--- src/rtl/uart_ip_core.sv ---
// Full-duplex UART: shared baud tick generator, TX/RX FIFOs, frame serializer and deserializer.
// Single clock domain; UART_RX_I is resynchronized before use.

module uart_ip_core #(
  parameter int unsigned FIFO_DEPTH = 16,
  parameter int unsigned DATA_W     = 8
) (
  input  logic              clk,
  input  logic              rst_n,
  input  logic              en_tx_fifo_empty,
  input  logic              en_tx_fifo_full,
  input  logic              en_rx_fifo_empty,
  input  logic              en_rx_fifo_full,
  input  logic              tx_flag,
  input  logic              rx_flag,
  input  logic              PEN,
  input  logic              EPS,
  input  logic              STB,
  input  logic              BGE,
  input  logic              OSM_SEL,
  input  logic [1:0]        WLS,
  input  logic [DATA_W-1:0] TBR_i,
  input  logic [7:0]        DLH,
  input  logic [7:0]        DLL,
  input  logic              UART_RX_I,
  output logic              UART_TX_O,
  output logic [DATA_W-1:0] RBR_o,
  output logic              tx_fifo_empty,
  output logic              tx_fifo_full,
  output logic              rx_fifo_empty,
  output logic              rx_fifo_full
);
  localparam int unsigned AW    = $clog2(FIFO_DEPTH);
  localparam int unsigned PTR_W = AW + 1;
  localparam int unsigned DIV_W = 16;
  localparam int unsigned TCN_W = 4;
  localparam int unsigned BIT_W = 3;

  typedef enum logic [2:0] {S_IDLE, S_START, S_DATA, S_PARITY, S_STOP} frame_state_t;

  // Interrupt enables are reserved and intentionally unused.
  logic unused_en;
  assign unused_en = ^{en_tx_fifo_empty, en_tx_fifo_full, en_rx_fifo_empty, en_rx_fifo_full};

  // Baud tick generator: one-clock tick every {DLH,DLL} clocks.
  logic [DIV_W-1:0] div_c, baud_cnt;
  logic             baud_on_c, tick_c;

  assign div_c     = {DLH, DLL};
  assign baud_on_c = BGE && (div_c != '0);
  assign tick_c    = baud_on_c && (baud_cnt >= div_c - DIV_W'(1));

  always_ff @(posedge clk) begin
    if (!rst_n || !baud_on_c) baud_cnt <= '0;
    else if (tick_c)          baud_cnt <= '0;
    else                      baud_cnt <= baud_cnt + DIV_W'(1);
  end

  // Two FIFOs: index 0 is TX, index 1 is RX.
  logic [1:0]        fifo_push, fifo_pop, fifo_empty, fifo_full;
  logic [DATA_W-1:0] fifo_din  [2];
  logic [DATA_W-1:0] fifo_head [2];
  logic              tx_pop_c, rx_push_c;
  logic [DATA_W-1:0] rx_data;

  assign fifo_push   = {rx_push_c, tx_flag};
  assign fifo_pop    = {rx_flag, tx_pop_c};
  assign fifo_din[0] = TBR_i;
  assign fifo_din[1] = rx_data;

  for (genvar gi = 0; gi < 2; gi++) begin : g_fifo
    logic [DATA_W-1:0] mem [FIFO_DEPTH];
    logic [PTR_W-1:0]  wptr, rptr, wptr_nxt, rptr_nxt;
    logic              do_push, do_pop, empty_q, full_q;

    always_comb begin
      do_push  = fifo_push[gi] && !full_q;
      do_pop   = fifo_pop[gi] && !empty_q;
      wptr_nxt = wptr + PTR_W'(do_push);
      rptr_nxt = rptr + PTR_W'(do_pop);
    end

    always_ff @(posedge clk) begin
      if (!rst_n) begin
        wptr    <= '0;
        rptr    <= '0;
        empty_q <= 1'b1;
        full_q  <= 1'b0;
      end else begin
        wptr    <= wptr_nxt;
        rptr    <= rptr_nxt;
        empty_q <= (wptr_nxt == rptr_nxt);
        full_q  <= (wptr_nxt[AW] != rptr_nxt[AW]) && (wptr_nxt[AW-1:0] == rptr_nxt[AW-1:0]);
      end
    end

    always_ff @(posedge clk) begin
      if (do_push) mem[wptr[AW-1:0]] <= fifo_din[gi];
    end

    assign fifo_head[gi]  = mem[rptr[AW-1:0]];
    assign fifo_empty[gi] = empty_q;
    assign fifo_full[gi]  = full_q;
  end

  assign tx_fifo_empty = fifo_empty[0];
  assign tx_fifo_full  = fifo_full[0];
  assign rx_fifo_empty = fifo_empty[1];
  assign rx_fifo_full  = fifo_full[1];

  always_ff @(posedge clk) begin
    if (!rst_n)                         RBR_o <= '0;
    else if (rx_flag && !fifo_empty[1]) RBR_o <= fifo_head[1];
  end

  // Transmitter: frames start on a tick so every bit lasts exactly OSM ticks.
  frame_state_t      tx_state, tx_state_nxt;
  logic [TCN_W-1:0]  tx_tcnt, tx_tcnt_nxt;
  logic [BIT_W-1:0]  tx_bitn, tx_bitn_nxt;
  logic [DATA_W-1:0] tx_shift, tx_shift_nxt, tx_masked_c;
  logic [1:0]        tx_wls, tx_wls_nxt;
  logic              tx_par, tx_par_nxt, tx_stop2, tx_stop2_nxt;
  logic              tx_pen, tx_pen_nxt, tx_stb, tx_stb_nxt, tx_osm, tx_osm_nxt;
  logic              tx_line_nxt, tx_bit_end_c, tx_load_c;

  assign tx_masked_c = fifo_head[0] & ({DATA_W{1'b1}} >> (2'd3 - WLS));

  always_comb begin
    tx_state_nxt = tx_state;
    tx_tcnt_nxt  = tx_tcnt;
    tx_bitn_nxt  = tx_bitn;
    tx_shift_nxt = tx_shift;
    tx_par_nxt   = tx_par;
    tx_stop2_nxt = tx_stop2;
    tx_wls_nxt   = tx_wls;
    tx_pen_nxt   = tx_pen;
    tx_stb_nxt   = tx_stb;
    tx_osm_nxt   = tx_osm;
    tx_line_nxt  = UART_TX_O;
    tx_pop_c     = 1'b0;
    tx_load_c    = 1'b0;
    tx_bit_end_c = tick_c && (tx_tcnt == (tx_osm ? 4'd12 : 4'd15));
    if (tick_c && tx_state != S_IDLE) tx_tcnt_nxt = tx_bit_end_c ? '0 : tx_tcnt + TCN_W'(1);
    case (tx_state)
      S_IDLE:  if (tick_c && !fifo_empty[0]) tx_load_c = 1'b1;
      S_START: if (tx_bit_end_c) begin
        tx_state_nxt = S_DATA;
        tx_bitn_nxt  = '0;
        tx_line_nxt  = tx_shift[0];
      end
      S_DATA: if (tx_bit_end_c) begin
        if (tx_bitn == BIT_W'(tx_wls) + BIT_W'(4)) begin
          if (tx_pen) begin
            tx_state_nxt = S_PARITY;
            tx_line_nxt  = tx_par;
          end else begin
            tx_state_nxt = S_STOP;
            tx_stop2_nxt = 1'b0;
            tx_line_nxt  = 1'b1;
          end
        end else begin
          tx_bitn_nxt  = tx_bitn + BIT_W'(1);
          tx_shift_nxt = tx_shift >> 1;
          tx_line_nxt  = tx_shift[1];
        end
      end
      S_PARITY: if (tx_bit_end_c) begin
        tx_state_nxt = S_STOP;
        tx_stop2_nxt = 1'b0;
        tx_line_nxt  = 1'b1;
      end
      S_STOP: if (tx_bit_end_c) begin
        if (tx_stb && !tx_stop2) tx_stop2_nxt = 1'b1;
        else if (!fifo_empty[0]) tx_load_c    = 1'b1;
        else begin
          tx_state_nxt = S_IDLE;
          tx_line_nxt  = 1'b1;
        end
      end
      default: tx_state_nxt = S_IDLE;
    endcase
    // Frame start: pop the head and freeze the frame configuration.
    if (tx_load_c) begin
      tx_pop_c     = 1'b1;
      tx_state_nxt = S_START;
      tx_tcnt_nxt  = '0;
      tx_line_nxt  = 1'b0;
      tx_shift_nxt = tx_masked_c;
      tx_par_nxt   = (^tx_masked_c) ^ ~EPS;
      tx_wls_nxt   = WLS;
      tx_pen_nxt   = PEN;
      tx_stb_nxt   = STB;
      tx_osm_nxt   = OSM_SEL;
    end
  end

  always_ff @(posedge clk) begin
    if (!rst_n) begin
      tx_state  <= S_IDLE;
      tx_tcnt   <= '0;
      tx_bitn   <= '0;
      tx_shift  <= '0;
      tx_par    <= 1'b0;
      tx_stop2  <= 1'b0;
      tx_wls    <= '0;
      tx_pen    <= 1'b0;
      tx_stb    <= 1'b0;
      tx_osm    <= 1'b0;
      UART_TX_O <= 1'b1;
    end else begin
      tx_state  <= tx_state_nxt;
      tx_tcnt   <= tx_tcnt_nxt;
      tx_bitn   <= tx_bitn_nxt;
      tx_shift  <= tx_shift_nxt;
      tx_par    <= tx_par_nxt;
      tx_stop2  <= tx_stop2_nxt;
      tx_wls    <= tx_wls_nxt;
      tx_pen    <= tx_pen_nxt;
      tx_stb    <= tx_stb_nxt;
      tx_osm    <= tx_osm_nxt;
      UART_TX_O <= tx_line_nxt;
    end
  end

  // Receiver: mid-bit sampling referenced to the synchronized start edge.
  frame_state_t      rx_state, rx_state_nxt;
  logic [TCN_W-1:0]  rx_tcnt, rx_tcnt_nxt;
  logic [BIT_W-1:0]  rx_bitn, rx_bitn_nxt;
  logic [DATA_W-1:0] rx_data_nxt;
  logic [1:0]        rx_wls, rx_wls_nxt;
  logic              rx_pen, rx_pen_nxt, rx_stb, rx_stb_nxt, rx_osm, rx_osm_nxt;
  logic              rx_stop2, rx_stop2_nxt;
  logic              rx_sync1, rx_sync2, rx_prev, rx_samp_c;

  always_comb begin
    rx_state_nxt = rx_state;
    rx_tcnt_nxt  = rx_tcnt;
    rx_bitn_nxt  = rx_bitn;
    rx_data_nxt  = rx_data;
    rx_stop2_nxt = rx_stop2;
    rx_wls_nxt   = rx_wls;
    rx_pen_nxt   = rx_pen;
    rx_stb_nxt   = rx_stb;
    rx_osm_nxt   = rx_osm;
    rx_push_c    = 1'b0;
    rx_samp_c    = tick_c && (rx_tcnt == (rx_osm ? 4'd12 : 4'd15));
    if (tick_c && rx_state != S_IDLE && rx_state != S_START)
      rx_tcnt_nxt = rx_samp_c ? '0 : rx_tcnt + TCN_W'(1);
    case (rx_state)
      S_IDLE: if (rx_prev && !rx_sync2) begin
        rx_state_nxt = S_START;
        rx_tcnt_nxt  = '0;
        rx_data_nxt  = '0;
        rx_wls_nxt   = WLS;
        rx_pen_nxt   = PEN;
        rx_stb_nxt   = STB;
        rx_osm_nxt   = OSM_SEL;
      end
      S_START: if (tick_c) begin
        if (rx_tcnt == (rx_osm ? 4'd5 : 4'd7)) begin
          rx_tcnt_nxt  = '0;
          rx_bitn_nxt  = '0;
          rx_state_nxt = rx_sync2 ? S_IDLE : S_DATA;
        end else begin
          rx_tcnt_nxt = rx_tcnt + TCN_W'(1);
        end
      end
      S_DATA: if (rx_samp_c) begin
        rx_data_nxt[rx_bitn] = rx_sync2;
        if (rx_bitn == BIT_W'(rx_wls) + BIT_W'(4)) begin
          rx_state_nxt = rx_pen ? S_PARITY : S_STOP;
          rx_stop2_nxt = 1'b0;
        end else begin
          rx_bitn_nxt = rx_bitn + BIT_W'(1);
        end
      end
      S_PARITY: if (rx_samp_c) begin
        rx_state_nxt = S_STOP;
        rx_stop2_nxt = 1'b0;
      end
      S_STOP: if (rx_samp_c) begin
        if (!rx_stop2) rx_push_c = 1'b1;
        if (rx_stb && !rx_stop2) rx_stop2_nxt = 1'b1;
        else                     rx_state_nxt = S_IDLE;
      end
      default: rx_state_nxt = S_IDLE;
    endcase
  end

  always_ff @(posedge clk) begin
    if (!rst_n) begin
      rx_sync1 <= 1'b1;
      rx_sync2 <= 1'b1;
      rx_prev  <= 1'b1;
      rx_state <= S_IDLE;
      rx_tcnt  <= '0;
      rx_bitn  <= '0;
      rx_data  <= '0;
      rx_stop2 <= 1'b0;
      rx_wls   <= '0;
      rx_pen   <= 1'b0;
      rx_stb   <= 1'b0;
      rx_osm   <= 1'b0;
    end else begin
      rx_sync1 <= UART_RX_I;
      rx_sync2 <= rx_sync1;
      rx_prev  <= rx_sync2;
      rx_state <= rx_state_nxt;
      rx_tcnt  <= rx_tcnt_nxt;
      rx_bitn  <= rx_bitn_nxt;
      rx_data  <= rx_data_nxt;
      rx_stop2 <= rx_stop2_nxt;
      rx_wls   <= rx_wls_nxt;
      rx_pen   <= rx_pen_nxt;
      rx_stb   <= rx_stb_nxt;
      rx_osm   <= rx_osm_nxt;
    end
  end
endmodule

--- config.mk ---
export PLATFORM = sky130hd
export DESIGN_NAME = uart_ip_core
export DESIGN_NICKNAME = d
export VERILOG_FILES = /design/src/rtl/uart_ip_core.sv
export SDC_FILE = /design/constraint.sdc
export NUM_CORES = 1
export LEC_CHECK = 0
export CAP_MARGIN = 20
export CORE_ASPECT_RATIO = 1.2
export CORE_UTILIZATION = 30
export DETAILED_ROUTE_END_ITERATION = 7
export GPL_TIMING_DRIVEN = 0
export REMOVE_ABC_BUFFERS = 1
export SLEW_MARGIN = 10
export SYNTH_ARGS = -nofsm -noshare
export SYNTH_HDL_FRONTEND = slang
export SYNTH_SLANG_ARGS = --single-unit
--- constraint.sdc ---
create_clock -name clk -period 11 [get_ports clk]
set_input_delay 2.75 -clock clk [delete_from_list [all_inputs] [get_ports clk]]
set_output_delay 2.75 -clock clk [all_outputs]
set_load 0.01 [all_outputs]
* Word level (Yosys, flattened, before mapping)
Memories as Yosys holds them, arrays and structs flattened. A register that Yosys moved wholly into a read port is not among the register bits.
Index checks and enable logic that the tools add are counted.
** Storage, ports and cells
- Register bits :: 93
- RAM bits :: 256
- Input bits :: 40
- Output and inout port bits :: 13
- Logic and storage cells :: 249
- Memories :: 2
** Memories
- g_fifo[0].mem :: words 16, bits a word 8, read ports 1, clocked after memory_dff 1, wr ports 1, line 72 : logic [DATA_W-1:0] mem [FIFO_DEPTH];
- g_fifo[1].mem :: words 16, bits a word 8, read ports 1, clocked after memory_dff 1, wr ports 1, line 72
** Operators by class
- Add/sub/neg operators :: 13
- $lt $le $gt $ge :: 3
- Equality and inequality tests :: 49
- Shift-type cells :: 1
- Mux-type cells :: 87
- Bitwise gates (word level) :: 5
- Reduce and logical (&&, ||, !) cells :: 56
** Operator list (count)
- 3-bit two-way mux :: 24
- 8-bit two-way mux :: 6
- 2-bit != test, second input constant :: 22
- 1-bit two-way mux :: 34
- 3-bit one-hot mux with 5 select lines :: 2
- 4-bit two-way mux :: 7
- 8-bit AND reduction :: 3
- 3-bit != test, second input constant :: 7
- 5-bit by 1-bit adder with 5-bit output :: 4
- 1-bit logical AND :: 18
- 16-bit by 1-bit adder with 16-bit output, second input constant :: 1
- 4-bit == test :: 4
- 16-bit greater-or-equal comparator :: 1
- 8-bit one-hot mux with 2 select lines :: 1
- 16-bit nonzero test :: 1
- 16-bit by 1-bit subtractor with 16-bit output, second input constant :: 1
- 7-bit AND reduction :: 2
- 3-bit by 2-bit == test with 1-bit output, second input constant :: 4
- 3-bit one-hot mux with 2 select lines :: 2
- 3-bit nonzero test :: 4
- 5-bit == test :: 2
- 1-bit zero test :: 10
- 2-bit nonzero test :: 5
- 4-bit by 1-bit adder with 4-bit output, second input constant :: 2
- other kinds (32) :: 47

* Longest topological paths before layout
- Depth after elaboration :: 11
- Depth in mapped cells :: 20
- Depth with buffers taken out :: 20

* Worst setup path before layout
OpenSTA, ideal clock, no wires.
- Path type :: input to register
- From :: input DLL[0]
- To :: register g_fifo[1].empty_q, in the netlist rx_fifo_empty
- Library setup time :: 74 ps
- Arrival time :: 6995 ps
- Required time :: 10926 ps
- Setup slack :: 3931 ps
- Stages on the path :: 18
- Path buffers :: 0
- Cells stage by stage :: inv_1 ha_1 nor3b_1 nand2_1 or4_1 xor2_1 ha_1 a21o_1 a21oi_1 o21ai_0 o211ai_1 nor3_1 ha_1 ha_1 xor2_1 xor2_1 or4_1 o21ai_0
** On the way
- Longest elaborated chain between the ends :: 9
- Elaborated cells between the ends (all ways) :: 11
- Those cells by class :: add/sub (2); order compare (1); eq/ne (1); mux (2); reduce/logical (5)
** Ends and longest elaborated chain
- start: declaration :: line 24 : input logic [7:0] DLL,
- 16-bit by 1-bit subtractor with 16-bit output or 16-bit nonzero test (tied branches) :: line 51, 50
- 16-bit greater-or-equal comparator or 1-bit logical AND (tied branches) :: line 51, 50
- 1-bit logical AND * :: line 51 : assign tick_c = baud_on_c && (baud_cnt >= div_c - DIV_W'(1));
- 1-bit logical AND * :: line 246 : rx_samp_c = tick_c && (rx_tcnt == (rx_osm ? 4'd12 : 4'd15));
- 1-bit two-way mux * :: line 281 : S_STOP: if (rx_samp_c) begin
- 1-bit two-way mux * :: line 249 : case (rx_state)
- 1-bit logical AND * :: line 77 : do_push = fifo_push[gi] && !full_q;
- 5-bit by 1-bit adder with 5-bit output * :: line 79 : wptr_nxt = wptr + PTR_W'(do_push);
- 5-bit == test * :: line 92 : empty_q <= (wptr_nxt == rptr_nxt);
- end signal: assignment :: line 92
- end: declaration :: line 74 : logic do_push, do_pop, empty_q, full_q;
Every way passes the cells marked *; elsewhere a longest branch is shown, timed or not.
A chain may end at the register's enable or synchronous reset.

* Worst setup path after layout
Same ends and word-level chain as after synthesis.

==> run summary <==
Crit path max fanout -> 6
CP peak stage delay -> 0.81 ns
Post-Syn Instances -> 1061
Final WS setup -> 3.15 ns
Setup violators final -> 0
Leading area contributor after synthesis -> edfxtp_1
GPL Wtd Cong -> 0.752
Fraction of layout cells with a size suffix above 1 -> 15.4%
Clock network power share -> 45.5%
# fillers -> 4765
Pin count of the biggest net entering global routing -> 44
Routed vias -> 8729
P_int -> 2.30 mW
Static leakage -> 6.19 nW
Hold Crit Class -> reg2reg
Sw Share -> 21.6%
Hold WS -> 0.451 ns
Cell mode on critical path -> ha_1
Final Non-Filler Cells -> 1790
Final Hold Fails -> 0
Fin Setup TNS -> 0 ns
Vias in the first global route -> 8937
Slew Limit Fails -> 0
Setup Skew -> 0.0188 ns
Nets -> 1184
Net switching power -> 0.636 mW
IO buf count -> 48
Startpoint class of the critical path -> input pin
GR Overflow Total -> 0
Maximum vdd drop -> 0.128 mV
FP Rows -> 90
Total power density per cell area -> 165 nW/um^2
Post-route DRC -> 0
Dpl ws -> 2.12 ns
Clock insertion delay at the later pin of the skew report -> 0.56 ns
Initial detailed-routing violation count -> 519
Routed WL -> 31100 um
Ys Warns -> 0
Ys flop type -> edfxtp_1
Leading cell types by total area after synthesis -> edfxtp_1, dfxtp_1, mux4_2
Critical path type -> in2reg
Number of CTS-inserted buffers -> 40
Post-cts resize count -> 0
# placed instances -> 1715
Post-synthesis sequential area ratio -> 63.6%
Clk pin slew, worst setup/hold paths -> 0.06 ns
HPWL Detailed -> 21300 um
CTS H-tree lvls -> 2
Post-synth EDFFs -> 256
DR vias/cell -> 4.88
Synth cell types -> 71
Synthesized area per cell -> 14.4 sq um
Slowest-stage cell, CP -> o21ai_0
Die X -> 208 um
Die area -> 51800 sq um
Synth top area share -> 50.3%
Die height -> 249 um
WL/cell -> 17.4 um
Core area -> 50200 sq um
Status -> completed
Combinational Power Share -> 5.0%
Routed Antenna Nets -> 0
Synth Cell Area -> 15300 sq um
CP delay by family, top -> simple AND/OR/NAND/NOR gates
CP endpoint kind -> flop
Post-CTS setup buffer count -> 0
All-layer global routing usage -> 12.3%
Diode count -> 0
Crit path required time -> 11.47 ns
DR pass1 iterations -> 5
Hold bufs inserted after CTS -> 0
Io pins -> 53
Arr. time, crit path -> 8.32 ns
Post-synth ARST share -> 0%
Period utilisation layout -> 71.4%
CTS tree -> done
Clk sinks -> 357
# Max-Cap Violations -> 0
Max Clock Freq -> 127 MHz
Part of the power in registers -> 49.5%
Relative slew slack -> 30.1%
Actual slew at the worst max-slew pin -> 1.04 ns
Seq cells post-synth -> 357
Global-route wire length before repair -> 49900 um
Crit path time final -> 7.85 ns
RSZ-0062 raised after global routing -> no
Crit-path cells -> clkdlybuf4s50_1 > inv_1 > ha_1 > nor3b_1 > nand2_1 > or4_1 > xor2_1 > ha_1 > a21o_1 > a21oi_1 > o21ai_0 > o211ai_1 > nor3_1 > ha_1 > ha_1 > xor2_1 > xor2_1 > or4_1 > o21ai_0
CP bufs+invs -> 2
Root Driver -> clkbuf_16
Starting density of the core -> 30.4%
Area grow syn2layout -> 16.7%
Initial antenna violation count -> 0
Clk buf depth -> 3
[through the flow]
step           total power, mW  utilization [%]  cell area (sq um)
2_1_floorplan             1.58                -              15100
3_3_place_gp              1.63             32.6              16400
3_5_place_dp              1.63             32.8              16500
4_1_cts                   2.98             35.5              17800
5_1_grt                   3.04             35.5              17800
6_report                  2.94             35.5              17800
[cell usage in the layout (no fill, tap or decap), drive strengths merged, types with 17 or more instances in the layout]
| master | count |
|---|---|
| edfxtp | 256 |
| dfxtp | 101 |
| nor2 | 97 |
| mux4 | 76 |
| nand2 | 71 |
| clkbuf | 54 |
| a21oi | 50 |
| clkdlybuf4s50 | 47 |
| o21ai | 37 |
| xor2 | 32 |
| ha | 30 |
| xnor2 | 26 |
| nand3 | 26 |
| nor3 | 24 |
| nand2b | 20 |
| mux2i | 19 |
| inv | 18 |
| and2 | 17 |
[power groups by stage]
stage	combinational (mW)	clock, mW	sequential, mW
finish	0.146	1.34	1.46
CTS	0.147	1.37	1.46
detailed placement	0.146	0	1.48
global placement	0.143	0	1.48
global route	0.162	1.42	1.46
floorplan	0.0932	0	1.48
[synth_stat cells, types with 5 or more instances]
master and instances:
nand2b_1 20, inv_1 13, nand3_1 25, a211oi_1 5
nand4_1 8, o21ai_0 33, clkbuf_1 36, and2_1 16
and3_1 6, a22oi_1 10, a21oi_1 50, nand2_1 70
nor3_1 24, mux4_2 76, xnor2_1 26, o211ai_1 15
edfxtp_1 256, nand3b_1 5, dfxtp_1 101, xor2_1 32
ha_1 30, nor2_1 97, nor2b_1 6, a21o_1 6
mux2i_1 19
[per-layer routing]
layer  vias to the layer above  part of all wire, %  track usage [%]
met2                       156                   52             22.2
li1                       4171                    -                -
met4                         0                  2.1             3.94
met1                      4353                   42             14.7
met3                        49                  3.6             2.19
met5                         -                    0                0
[logic make-up (layout without fill, tap and decap cells)]
| kind of cell | count (synthesis) | in the layout | share of synthesized area, % |
|---|---|---|---|
| compound gates | 153 | 153 | 6.55 |
| xor+xnor | 60 | 60 | 3.62 |
| fa+ha+maj | 30 | 30 | 2.46 |
| buf+inv | 62 | 147 | 1.67 |
| flops | 357 | 357 | 63.6 |
| mux | 96 | 96 | 12.5 |
| simple gates | 303 | 303 | 9.61 |
[area by class of cell]
cell class | instances | area (sq um) | share of cell area, %
Sequential cell | 357 | 9710 | 54.5
Multi-Input combinational cell | 642 | 5330 | 29.9
Clock buffer | 54 | 1080 | 6.08
Tap cell | 644 | 806 | 4.52
Timing Repair Buffer | 57 | 592 | 3.32
Clock inverter | 20 | 239 | 1.34
Inverter | 16 | 61.3 | 0.344
[registers in the layout, summed over array words and instances (netlist names), 4 cells and up]
name and count:
g_fifo.rptr 10, g_fifo.wptr 10, tx_shift 8, tx_tcnt 4
g_fifo.mem 256, RBR_o 8, baud_cnt 16, rx_tcnt 4
rx_data 8
[final timing paths]
kind,from,endpoint,slack [ns],cells after the start
min,tx_par,tx_par,0.45,2
min reg2reg,tx_par,tx_par,0.45,2
max,DLL[0],rx_fifo_empty,3.15,19
max reg2reg,baud_cnt[9],rx_fifo_empty,6.91,13
[worst reg2reg max path, delay by kind of cell (launching register included)]
| family | cells | cell delay (ns) |
|---|---|---|
| fa+ha+maj | 3 | 0.74 |
| flops | 1 | 0.35 |
| simple gates | 2 | 0.95 |
| compound gates | 6 | 1.66 |
| xor+xnor | 2 | 0.31 |
Note: power is estimated with default switching activity, not from simulation.
